$ cat config.mk
export PLATFORM = sky130hd
export DESIGN_NAME = ps2_host_rx
export DESIGN_NICKNAME = d
export VERILOG_FILES = /design/src/rtl/ps2_pkg.sv /design/src/rtl/ps2_rx_fifo.sv /design/src/rtl/ps2_host_rx.sv
export SDC_FILE = /design/constraint.sdc
export NUM_CORES = 1
export LEC_CHECK = 0
export ABC_AREA = 1
export ABC_CLOCK_PERIOD_IN_PS = 2100
export BUFFER_PORTS_ARGS = -buffer_cell sky130_fd_sc_hd__buf_2
export CAP_MARGIN = 20
export CORE_ASPECT_RATIO = 1.25
export CORE_MARGIN = 2
export CORE_UTILIZATION = 60
export DETAILED_ROUTE_END_ITERATION = 10
export PLACE_DENSITY = 0.78
export SYNTH_ARGS = -nofsm -noshare
export SYNTH_HDL_FRONTEND = slang
export SYNTH_SLANG_ARGS = --single-unit
$ cat constraint.sdc
create_clock -name clk_sys -period 2.1 [get_ports clk_sys]
set_clock_uncertainty 0.2 [all_clocks]
set_input_delay 0.105 -clock clk_sys [delete_from_list [all_inputs] [get_ports clk_sys]]
set_output_delay 0.105 -clock clk_sys [all_outputs]
set_load 0.1 [all_outputs]
$ cat src/rtl/ps2_pkg.sv
// ps2_pkg: shared constants and types for the PS/2 host receiver.
//   PS2_DATA_BITS  payload bits per frame (LSB first on the wire)
//   ps2_state_e    receiver FSM states
//   odd_parity_ok  true when payload plus parity bit has odd weight
package ps2_pkg;

  localparam int PS2_DATA_BITS = 8;

  typedef enum logic [1:0] {
    IDLE,
    DATA,
    PARITY,
    STOP
  } ps2_state_e;

  function automatic logic odd_parity_ok(input logic [PS2_DATA_BITS-1:0] data,
                                         input logic                     pbit);
    return (^data ^ pbit) == 1'b1;
  endfunction

endpackage

$ cat src/rtl/ps2_rx_fifo.sv
// ps2_rx_fifo: synchronous byte FIFO for received PS/2 bytes.
// Ports:
//   clk_sys, reset      clock, synchronous active-high reset
//   push, push_data     write request and byte
//   pop                 read request (ignored while empty)
//   head                byte at the head, 0 while empty
//   empty, full         occupancy flags
//   overflow            push refused because the FIFO stayed full this cycle
module ps2_rx_fifo #(
  parameter int FIFO_BITS = 3
) (
  input  logic       clk_sys,
  input  logic       reset,
  input  logic       push,
  input  logic [7:0] push_data,
  input  logic       pop,
  output logic [7:0] head,
  output logic       empty,
  output logic       full,
  output logic       overflow
);

  localparam int DEPTH = 1 << FIFO_BITS;

  logic [7:0]         mem [DEPTH];
  logic [FIFO_BITS:0] wptr, rptr;
  logic               pop_en, push_en;

  // Extra pointer MSB separates full (MSBs differ) from empty (MSBs equal).
  assign empty = (wptr == rptr);
  assign full  = (wptr[FIFO_BITS] != rptr[FIFO_BITS]) &&
                 (wptr[FIFO_BITS-1:0] == rptr[FIFO_BITS-1:0]);

  // A simultaneous pop frees the slot, so a push into a full FIFO still lands.
  assign pop_en   = pop & ~empty;
  assign push_en  = push & (~full | pop_en);
  assign overflow = push & full & ~pop_en;

  assign head = empty ? 8'h00 : mem[rptr[FIFO_BITS-1:0]];

  always_ff @(posedge clk_sys) begin
    if (reset) begin
      wptr <= '0;
      rptr <= '0;
    end else begin
      if (push_en) wptr <= wptr + 1'b1;
      if (pop_en)  rptr <= rptr + 1'b1;
    end
  end

  // NOTE: storage is deliberately not reset; the pointers define what is valid,
  // and leaving the array out of reset lets it map onto plain RAM.
  always_ff @(posedge clk_sys) begin
    if (push_en) mem[wptr[FIFO_BITS-1:0]] <= push_data;
  end

endmodule

$ cat src/rtl/ps2_host_rx.sv
// ps2_host_rx: core-side PS/2 receiver, one instance per channel.
// Ports:
//   clk_sys, reset       system clock, synchronous active-high reset
//   ps2_clk, ps2_data    asynchronous PS/2 pins
//   rx_data, rx_valid    FIFO head byte / FIFO not empty
//   rx_ack               pop the head byte
//   busy                 a frame is being received
//   parity_err           pulse: frame dropped for bad odd parity
//   frame_err            pulse: frame dropped for stop bit 0 or timeout
//   overflow             pulse: good byte dropped because the FIFO was full
module ps2_host_rx
  import ps2_pkg::*;
#(
  parameter int FILTER    = 8,
  parameter int TIMEOUT   = 2048,
  parameter int FIFO_BITS = 3
) (
  input  logic       clk_sys,
  input  logic       reset,
  input  logic       ps2_clk,
  input  logic       ps2_data,
  output logic [7:0] rx_data,
  output logic       rx_valid,
  input  logic       rx_ack,
  output logic       busy,
  output logic       parity_err,
  output logic       frame_err,
  output logic       overflow
);

  localparam int FW  = $clog2(FILTER + 1);
  localparam int TW  = $clog2(TIMEOUT + 1);
  localparam int BCW = $clog2(PS2_DATA_BITS);

  logic [1:0]               clk_sync, data_sync;
  logic [FW-1:0]            filt_cnt;
  logic                     filt_level, fall;
  logic [TW-1:0]            tcnt;
  logic                     timeout;
  ps2_state_e               state, state_n;
  logic [PS2_DATA_BITS-1:0] sreg, sreg_n;
  logic [BCW-1:0]           bitcnt, bitcnt_n;
  logic                     pbit, pbit_n;
  logic                     push_q, push_n, perr_n, ferr_n;
  logic                     fifo_empty, fifo_full;

  // Synchronisers idle high to match the released open-collector bus.
  always_ff @(posedge clk_sys) begin
    if (reset) begin
      clk_sync  <= 2'b11;
      data_sync <= 2'b11;
    end else begin
      clk_sync  <= {clk_sync[0], ps2_clk};
      data_sync <= {data_sync[0], ps2_data};
    end
  end

  // Glitch filter: the level follows the synchronised clock only after FILTER
  // consecutive disagreeing samples; any agreeing sample restarts the count.
  always_ff @(posedge clk_sys) begin
    if (reset) begin
      filt_level <= 1'b1;
      filt_cnt   <= '0;
      fall       <= 1'b0;
    end else begin
      fall <= 1'b0;
      if (clk_sync[1] != filt_level) begin
        if (filt_cnt == FW'(FILTER - 1)) begin
          filt_level <= clk_sync[1];
          filt_cnt   <= '0;
          fall       <= filt_level;  // strobe only on a 1->0 flip
        end else begin
          filt_cnt <= filt_cnt + 1'b1;
        end
      end else begin
        filt_cnt <= '0;
      end
    end
  end

  // A fall arriving in the expiry cycle keeps the frame alive.
  assign timeout = (state != IDLE) && !fall && (tcnt == TW'(TIMEOUT - 1));

  always_ff @(posedge clk_sys) begin
    if (reset) begin
      tcnt <= '0;
    end else if (fall || state == IDLE) begin
      tcnt <= '0;
    end else begin
      tcnt <= tcnt + 1'b1;
    end
  end

  // NOTE: every output of this block gets a default before the case so no path
  // leaves a signal unassigned, which would otherwise infer a latch.
  always_comb begin
    state_n  = state;
    sreg_n   = sreg;
    bitcnt_n = bitcnt;
    pbit_n   = pbit;
    push_n   = 1'b0;
    perr_n   = 1'b0;
    ferr_n   = 1'b0;
    case (state)
      IDLE: begin
        // A high bit here is a false start and is silently ignored.
        if (fall && !data_sync[1]) begin
          state_n  = DATA;
          bitcnt_n = '0;
        end
      end
      DATA: begin
        if (fall) begin
          sreg_n   = {data_sync[1], sreg[PS2_DATA_BITS-1:1]};
          bitcnt_n = bitcnt + 1'b1;
          if (bitcnt == BCW'(PS2_DATA_BITS - 1)) state_n = PARITY;
        end
      end
      PARITY: begin
        if (fall) begin
          pbit_n  = data_sync[1];
          state_n = STOP;
        end
      end
      STOP: begin
        if (fall) begin
          state_n = IDLE;
          // A bad stop bit outranks a parity error: one pulse per frame.
          if (!data_sync[1])                 ferr_n = 1'b1;
          else if (!odd_parity_ok(sreg, pbit)) perr_n = 1'b1;
          else                               push_n = 1'b1;
        end
      end
      default: state_n = IDLE;
    endcase
    if (timeout) begin
      state_n = IDLE;
      ferr_n  = 1'b1;
    end
  end

  // NOTE: sequential state uses non-blocking assignments so every register
  // samples the pre-edge values, independent of statement order.
  always_ff @(posedge clk_sys) begin
    if (reset) begin
      state      <= IDLE;
      sreg       <= '0;
      bitcnt     <= '0;
      pbit       <= 1'b0;
      push_q     <= 1'b0;
      parity_err <= 1'b0;
      frame_err  <= 1'b0;
    end else begin
      state      <= state_n;
      sreg       <= sreg_n;
      bitcnt     <= bitcnt_n;
      pbit       <= pbit_n;
      push_q     <= push_n;
      parity_err <= perr_n;
      frame_err  <= ferr_n;
    end
  end

  assign busy = (state != IDLE);

  // sreg holds the finished byte while push_q is high: IDLE never shifts it.
  ps2_rx_fifo #(.FIFO_BITS(FIFO_BITS)) u_fifo (
    .clk_sys   (clk_sys),
    .reset     (reset),
    .push      (push_q),
    .push_data (sreg),
    .pop       (rx_ack),
    .head      (rx_data),
    .empty     (fifo_empty),
    .full      (fifo_full),
    .overflow  (overflow)
  );

  assign rx_valid = ~fifo_empty;

endmodule

# Yosys cells after proc, flatten, opt, wreduce, memory -nomap -nowiden
# Memory sizes are Yosys's and may differ from the RTL's. A register that Yosys moved wholly into a read port is not among the register bits.
# Index checks and enable logic that the tools add are counted.
[totals]
regBits = 47
ram_bits = 64
word_cells = 91
n_memories = 1
[classes]
add_sub_neg = 5
eq_ne = 15
mux = 20
bitwise = 14
reduce_logical = 21
[mem_list]
columns = ["name", "words", "width", "read_ports", "rd_clocked_by_memory_dff", "write_ports", "line", "rtl"]
rows = [
  ["u_fifo.mem", 8, 8, 1, 1, 1, "ps2_rx_fifo.sv:25", "logic [7:0] mem [DEPTH];"],
]
[op_table]
columns = ["cell", "n"]
rows = [
  ["$add 12x1->12 const B", 1],
  ["$add 4x1->4 const B", 3],
  ["$eq 12x11->1 const B", 1],
  ["$mux 3", 4],
  ["$mux 2", 5],
  ["$mux 1", 8],
  ["$mux 8", 1],
  ["$ne 2x2->1 const B", 4],
  ["$not 1->1", 8],
  ["$pmux 2 s4", 1],
  ["$reduce_xor 8->1", 1],
  ["$pmux 3 s2", 1],
  ["$reduce_and 2->1", 3],
  ["$reduce_or 3->1", 2],
  ["$reduce_and 5->1", 1],
  ["$and 1x1->1", 4],
  ["$eq 2x2->1 const B", 2],
  ["$eq 4x3->1 const B", 1],
  ["$eq 4x4->1", 1],
  ["$logic_and 1x1->1", 4],
  ["$reduce_bool 2->1", 2],
  ["$reduce_or 2->1", 2],
  ["$reduce_or 4->1", 1],
  ["$add 3x1->3 const B", 1],
  ["11 further kinds", 13],
]

# Depth between registers and ports, before layout
# Gate-level depths: netlist of the first run.
[depth]
ltp_word = 7
mapped_depth = 10

# Cells and area by module
# A second synthesis of the first run with hierarchy kept.
[hier_totals]
cells_unflattened = 520
area_unflattened_um2 = 4838.4
[by_module_without_submodules]
columns = ["mod", "instances", "cells_per_inst", "area_each_um2", "seq_area_each_um2"]
rows = [
  ["ps2_rx_fifo", 1, 286, 3096.7, 2142.1],
  ["ps2_host_rx", 1, 234, 1741.7, 780.7],
]

# Least setup slack after synthesis of the first run
# No wires, ideal clock.
[synth_path]
path_type = "register -> output"
start = "register u_fifo.rptr[3]"
end = "output port rx_data[0]"
arrival_ns = 2.371
required_ns = 1.795
slack_ns = -0.576
path_stages_with_launch = 6
cell_sequence = "dfxtp_1 > xor2_2 > nand3b_4 > buf_8 > o21ai_1 > nor2_1"
[synth_between]
elab_chain_cells = 2
[synth_rtl]
columns = ["item", "line", "rtl"]
rows = [
  ["start, declared", "ps2_rx_fifo.sv:26", "logic [FIFO_BITS:0] wptr, rptr;"],
  ["start signal, assigned", "ps2_rx_fifo.sv:47", "if (pop_en) rptr <= rptr + 1'b1;"],
  ["$eq 4x4->1", "ps2_rx_fifo.sv:30", "assign empty = (wptr == rptr);"],
  ["$mux 8", "ps2_rx_fifo.sv:39", "assign head = empty ? 8'h00 : mem[rptr[FIFO_BITS-1:0]];"],
  ["end, declared", "ps2_host_rx.sv:22", "output logic [7:0] rx_data,"],
]
# Every way passes these cells.

==> metrics.txt, run 1 <==
initial antenna violation count 0; Yosys warnings 0; pin count of the biggest net entering global routing 25; Tot GR Track Use 26.8%; crit path max-delay cell type dfxtp_4; Diodes inserted 0; register area 2940 sq um; TritonCTS sink count 114; unrepaired setup endpoints after global routing yes; Syn Inst Count 477; Area Overhead vs Synth 30.8%; DRT iter0 DRCs 230; #FFs+latches synth 114; measured slew at the worst slew-check pin 0.494 ns; Yosys top cell by area edfxtp_1; Max-slew headroom 67.1%; Yosys cell types 36; hold_ws 0.209 ns; worst min-delay path category flop to flop; vias in the first global route 3,822; CTS clk-pin slew, worst paths 0.06 ns; CP cell instances buf_12 -> o21ai_0 -> o22ai_1 -> nor2_2 -> nor2_4 -> buf_12; Max Buffers Root-to-Sink 2; H-tree depth 4; Hold Vio Cnt, Final 0; final setup vio count 9; post-synth top area share 39.9%; min cycle time layout 2.19 ns; fin util 80.9%; fillers 417; num ports 18; crit share post-route 104%; Final #Nets 555; CP arrival 1.89 ns; VDD IR max 0.705 mV; Detailed Place HPWL 6520 microns; Seq/Total Area, Yosys 60.7%; outcome finished with violations; Antenna Nets Post-Route 0; failing checks negative setup slack; grt ovf 0; first-pass GRT wire length 18,100 microns; max-slew violations 0; CTS tree built; DIE WIDTH 84.1 microns; Static Leak 2.46 nW; kind of critical path flop to output pin; proportion of layout cells with a drive suffix above 1 28.3%; die height 104 microns; dpl cell area 5300 sq um; Setup crit end kind output pin; drt total wl 11,200 microns; Mapped Area 4820 sq um; f_max 0.456 GHz; port bufs 17; Die ar. 8760 sq um; TritonCTS buffer count 17; Setup WS post-layout -0.0939 ns; DRC violations left 0; Row Count 36; routability cong. 0.818; CP most frequent cell buf_12; Core Region 7790 sq um; synth top area cells edfxtp_1, dfxtp_1, nor2_1; Starting Density 61.8%; footprint of the multi-input gates 1890 sq um; syn avg cell area 10.1 sq um; Routed WL per cell 17.3 microns; clock latency on the worst-skew pair 0.51 ns; Syn Nets 493; design area 6300 sq um; required time worst endpoint 1.79 ns; vias per cell 5.71; startpoint types flop; Max stage delay on crit path 0.40 ns; setup_tns -0.447 ns; CP Max Fanout 16; DR pass1 iterations 5; via count 3,693; Max Cap Viol 0; PD cells 837 nW/um^2; Root Buffer clkbuf_8
-- cells in the mapped netlist (all sizes together) --
master / number
o21ai: 55
edfxtp: 64
o211ai: 1
a21oi: 30
nand3b: 3
nand4: 6
xnor2: 6
nand3: 18
clkbuf: 4
buf: 9
ha: 11
nor3b: 2
nor2: 88
o22ai: 8
nand2: 56
or2: 6
xor2: 5
clkinv: 1
a211oi: 1
nor3: 7
inv: 38
dfxtp: 50
mux2i: 8
-- per-layer routing --
| metal | part of all wire, % | wire, microns | global-route usage [%] | up-vias |
|---|---|---|---|---|
| met5 | 0 | 0 | 0 | - |
| li1 | - | - | - | 1764 |
| met1 | 37 | 4190 | 27.8 | 1753 |
| met3 | 4.8 | 533 | 6.67 | 40 |
| met2 | 54 | 6110 | 49.7 | 136 |
| met4 | 3.5 | 390 | 12.4 | 0 |
-- where the power goes --
group	switching [mW]	internal (mW)	total (mW)
clock network	0.982	1.92	2.90
logic	0.0198	0.0169	0.0366
registers	0.00213	2.34	2.34
total	1.00	4.27	5.28
-- metrics by stage --
step / power [mW] / setup WS (ns) / std cells
floorplan: 2.40 / -0.132 / 477
global placement: 2.41 / 0.217 / 596
detailed placement: 2.41 / 0.170 / 596
CTS: 5.29 / -0.0724 / 643
global route: 5.40 / -0.150 / 647
finish: 5.28 / -0.0939 / 647
-- timing repair --
action,4_1_cts,5_1_grt
pin swaps,12,3
setup buffers,6,4
hold buffers,6,0
endpoints found under the hold margin,17,0
setup endpoints to repair,10,59
resized for setup,47,24
gates cloned,3,0
-- worst max-delay path, delay by kind of cell (launching register included) --
kind / cells / cell delay (ns)
compound gates: 2 / 0.40
flops: 1 / 0.40
simple gates: 2 / 0.21
buf+inv: 2 / 0.34
-- logic make-up (layout without fill, tap and decap cells) --
| family | count (synthesis) | after routing | synth area share [%] |
|---|---|---|---|
| compound gates | 95 | 95 | 10.3 |
| xor+xnor | 11 | 11 | 2.31 |
| flops | 114 | 114 | 60.7 |
| fa+ha+maj | 11 | 11 | 2.86 |
| buf+inv | 52 | 126 | 4.49 |
| mux | 8 | 8 | 1.66 |
| simple gates | 186 | 187 | 17.7 |
-- state kept, by name, summed over array words and instances, names as in the netlist, 2 cells and up, named ones only --
name and count:
state 2, clk_sync 2, u_fifo.wptr 4, u_fifo.rptr 4, data_sync 2, filt_cnt 4, u_fifo.mem 64, bitcnt 3
tcnt 12, sreg 8
-- layout make-up --
cell class | count | area share, %
clock inverter | 14 | 2.98
sequential | 114 | 46.6
clock buffer | 18 | 6.63
tap | 95 | 1.89
multi-input combinational | 312 | 30.1
timing repair buffer | 55 | 9.31
inverter | 39 | 2.48
-- placed cells by master, fill, tap and decap left out, types with 11 or more instances in the layout --
cell type	count
nand3_1	15
o21ai_0	34
o21ai_1	12
a21oi_1	27
nor2_2	13
buf_4	24
clkbuf_16	16
buf_12	11
inv_1	31
nor2_1	66
nand2_1	50
dfxtp_1	41
edfxtp_1	64
ha_1	11
-- final timing paths --
kind | from | end | slack, ns | cells after the start
hold reg to reg | data_sync[0] | data_sync[1] | 0.21 | 1
hold / removal | data_sync[0] | data_sync[1] | 0.21 | 1
setup / recovery | flop | rx_data[5] | -0.09 | 6
setup reg to reg | u_fifo.wptr[1] | u_fifo.rptr[0] | 0.08 | 12
(Power assumes the default switching activity.)
==> run 2: changes to the inputs <==
==> constraint.sdc (replaced) <==
create_clock -name clk_sys -period 2.1 [get_ports clk_sys]
set_clock_uncertainty 0.2 [all_clocks]
set_input_delay 0 -clock clk_sys [delete_from_list [all_inputs] [get_ports clk_sys]]
set_output_delay 0 -clock clk_sys [all_outputs]
set_load 0.1 [all_outputs]
==> run 2 against run 1 <==
The run still ends with negative setup slack left. Worst setup slack improved by 0.051 ns. Sequential share of layout area grew 1.2 points. Final cell count shrank 1.7%. Critical path depth did not move. Routed wire length down 8.9%. Power is 1.0% lower. Register-to-register slack improved by 0.02 ns. Largest power group unchanged.
==> metrics.txt, run 2 (synthesis gave the netlist of run 1 again) <==
Starting Density 61.8% (unchanged); CP arrival 1.94 ns (was 1.89 ns); port bufs 17 (unchanged); first-pass GRT wire length 16,400 microns (was 18,100 microns); Antenna Nets Post-Route 0 (unchanged); setup slack, reg-to-reg 0.10 ns (was 0.08 ns); setup_tns -0.165 ns (was -0.447 ns); grt ovf 0 (unchanged); Diodes inserted 0 (unchanged); min cycle time layout 2.14 ns (was 2.19 ns); Post-Place Cells 590 (was 596); Row Count 36 (unchanged); initial antenna violation count 0 (unchanged); Max-slew headroom 53.8% (was 67.1%); Die ar. 8760 sq um (unchanged); final setup vio count 5 (was 9); f_max 0.467 GHz (was 0.456 GHz); DRC violations left 0 (unchanged); vias per cell 5.55 (was 5.71); clock latency on the worst-skew pair 0.52 ns (was 0.51 ns); TritonCTS sink count 114 (unchanged); measured slew at the worst slew-check pin 0.690 ns (was 0.494 ns); Setup WS post-layout -0.0433 ns (was -0.0939 ns); Core Region 7790 sq um (unchanged); CTS clk-pin slew, worst paths 0.05 ns (was 0.06 ns); pin count of the biggest net entering global routing 33 (was 25); most common cell after layout, fill and taps aside nor2_1 (unchanged); CP Max Fanout 7 (was 16); kind of critical path flop to output pin (unchanged); Final #Nets 544 (was 555); most frequent cells in the layout nor2_1, edfxtp_1, nand2_1 (unchanged); Detailed Place HPWL 6610 microns (was 6520 microns); Hold Vio Cnt, Final 0 (unchanged); Static Leak 2.40 nW (was 2.46 nW); proportion of layout cells with a drive suffix above 1 22.9% (was 28.3%); worst min-delay path category input port to flop (was flop to flop); outcome finished with violations (unchanged); VDD IR max 0.654 mV (was 0.705 mV); die height 104 microns (unchanged); crit share post-route 102% (was 104%); Setup crit end kind output pin (unchanged); via count 3,528 (was 3,693); routability cong. 0.830 (was 0.818); Max stage delay on crit path 0.47 ns (was 0.40 ns); CP cell instances clkbuf_16 -> mux2i_1 -> o22ai_1 -> nor2_1 -> nor2_4 -> buf_12 (was buf_12 -> o21ai_0 -> o22ai_1 -> nor2_2 -> nor2_4 -> buf_12); DRT iter0 DRCs 155 (was 230); PD cells 850 nW/um^2 (was 837 nW/um^2); Area Overhead vs Synth 27.5% (was 30.8%); DIE WIDTH 84.1 microns (unchanged); vias in the first global route 3,526 (was 3,822); num ports 18 (unchanged); crit path max-delay cell type dfxtp_4 (unchanged); Routed WL per cell 16.1 microns (was 17.3 microns); drt total wl 10,200 microns (was 11,200 microns); unrepaired setup endpoints after global routing yes (unchanged); max reg flops 64 (unchanged); TritonCTS buffer count 17 (unchanged); Power, Total 5.22 mW (was 5.28 mW); H-tree depth 4 (unchanged); Max Cap Viol 0 (unchanged); hold_ws 0.168 ns (was 0.209 ns); DR pass1 iterations 4 (was 5); failing checks negative setup slack (unchanged); max-slew violations 0 (unchanged); CTS tree built (unchanged); startpoint types flop (unchanged); Root Buffer clkbuf_8 (unchanged); fin cells 636 (was 647); required time worst endpoint 1.90 ns (was 1.79 ns); Max Buffers Root-to-Sink 2 (unchanged); Tot GR Track Use 24.5% (was 26.8%)
-- run 2: cell type report --
| cell class | instances | area (sq um) |
|---|---|---|
| fill | 447 | 1650 |
| clock buffer | 22 | 473 |
| multi-input combinational | 311 | 1790 |
| clock inverter | 10 | 130 |
| sequential | 114 | 2940 |
| tap | 95 | 119 |
| inverter | 39 | 155 |
| timing repair buffer | 45 | 534 |
-- run 2: worst paths after layout --
path                  startpoint          endpoint  cells after the start
setup / recovery            flop        rx_data[4]                      6
hold / removal            rx_ack              flop                      4
setup reg to reg  u_fifo.wptr[2]  u_fifo.mem[2][7]                      4
hold reg to reg      clk_sync[0]       clk_sync[1]                      1
-- run 2: report_power, final --
group          internal (mW)  switching [mW]  leakage [nW]
combinational         0.0194          0.0203         0.956
clock                   1.92           0.926         0.297
sequential              2.33         0.00200          1.15
-- run 2: timing repair --
action | CTS | global route
endpoints found under the setup margin | 10 | 26
setup buffers | 1 | 2
cloned | 0 | 3
pin swaps | 4 | 8
resized for setup | 31 | 27
endpoints found under the hold margin | 33 | 0
hold buffers | 8 | 0
-- run 2: metal layers --
layer | routed length (microns) | up-vias | track usage [%]
li1 | - | 1728 | -
met1 | 3940 | 1672 | 26.1
met2 | 5590 | 102 | 43.7
met3 | 398 | 26 | 6.83
met4 | 286 | 0 | 12.3
met5 | 0 | - | 0
-- run 2: critical path: cells and delay by family, from the launching register on --
family                 cells  cell delay (ns)
buffers and inverters      2             0.35
muxes                      1             0.24
DFF                        1             0.47
and+or+nand+nor            2             0.26
AOI/OAI and AO/OA          1             0.10
-- run 2: stage by stage --
| stage | worst slack (ns) | util, % | area, sq um |
|---|---|---|---|
| after floorplan | -0.0272 | - | 4880 |
| after global routing | -0.113 | 78.8 | 6140 |
| after CTS | -0.00348 | 77.0 | 6000 |
| final | -0.0433 | 78.8 | 6140 |
| after global placement | 0.184 | 67.0 | 5220 |
| after detailed placement | 0.0379 | 67.0 | 5220 |
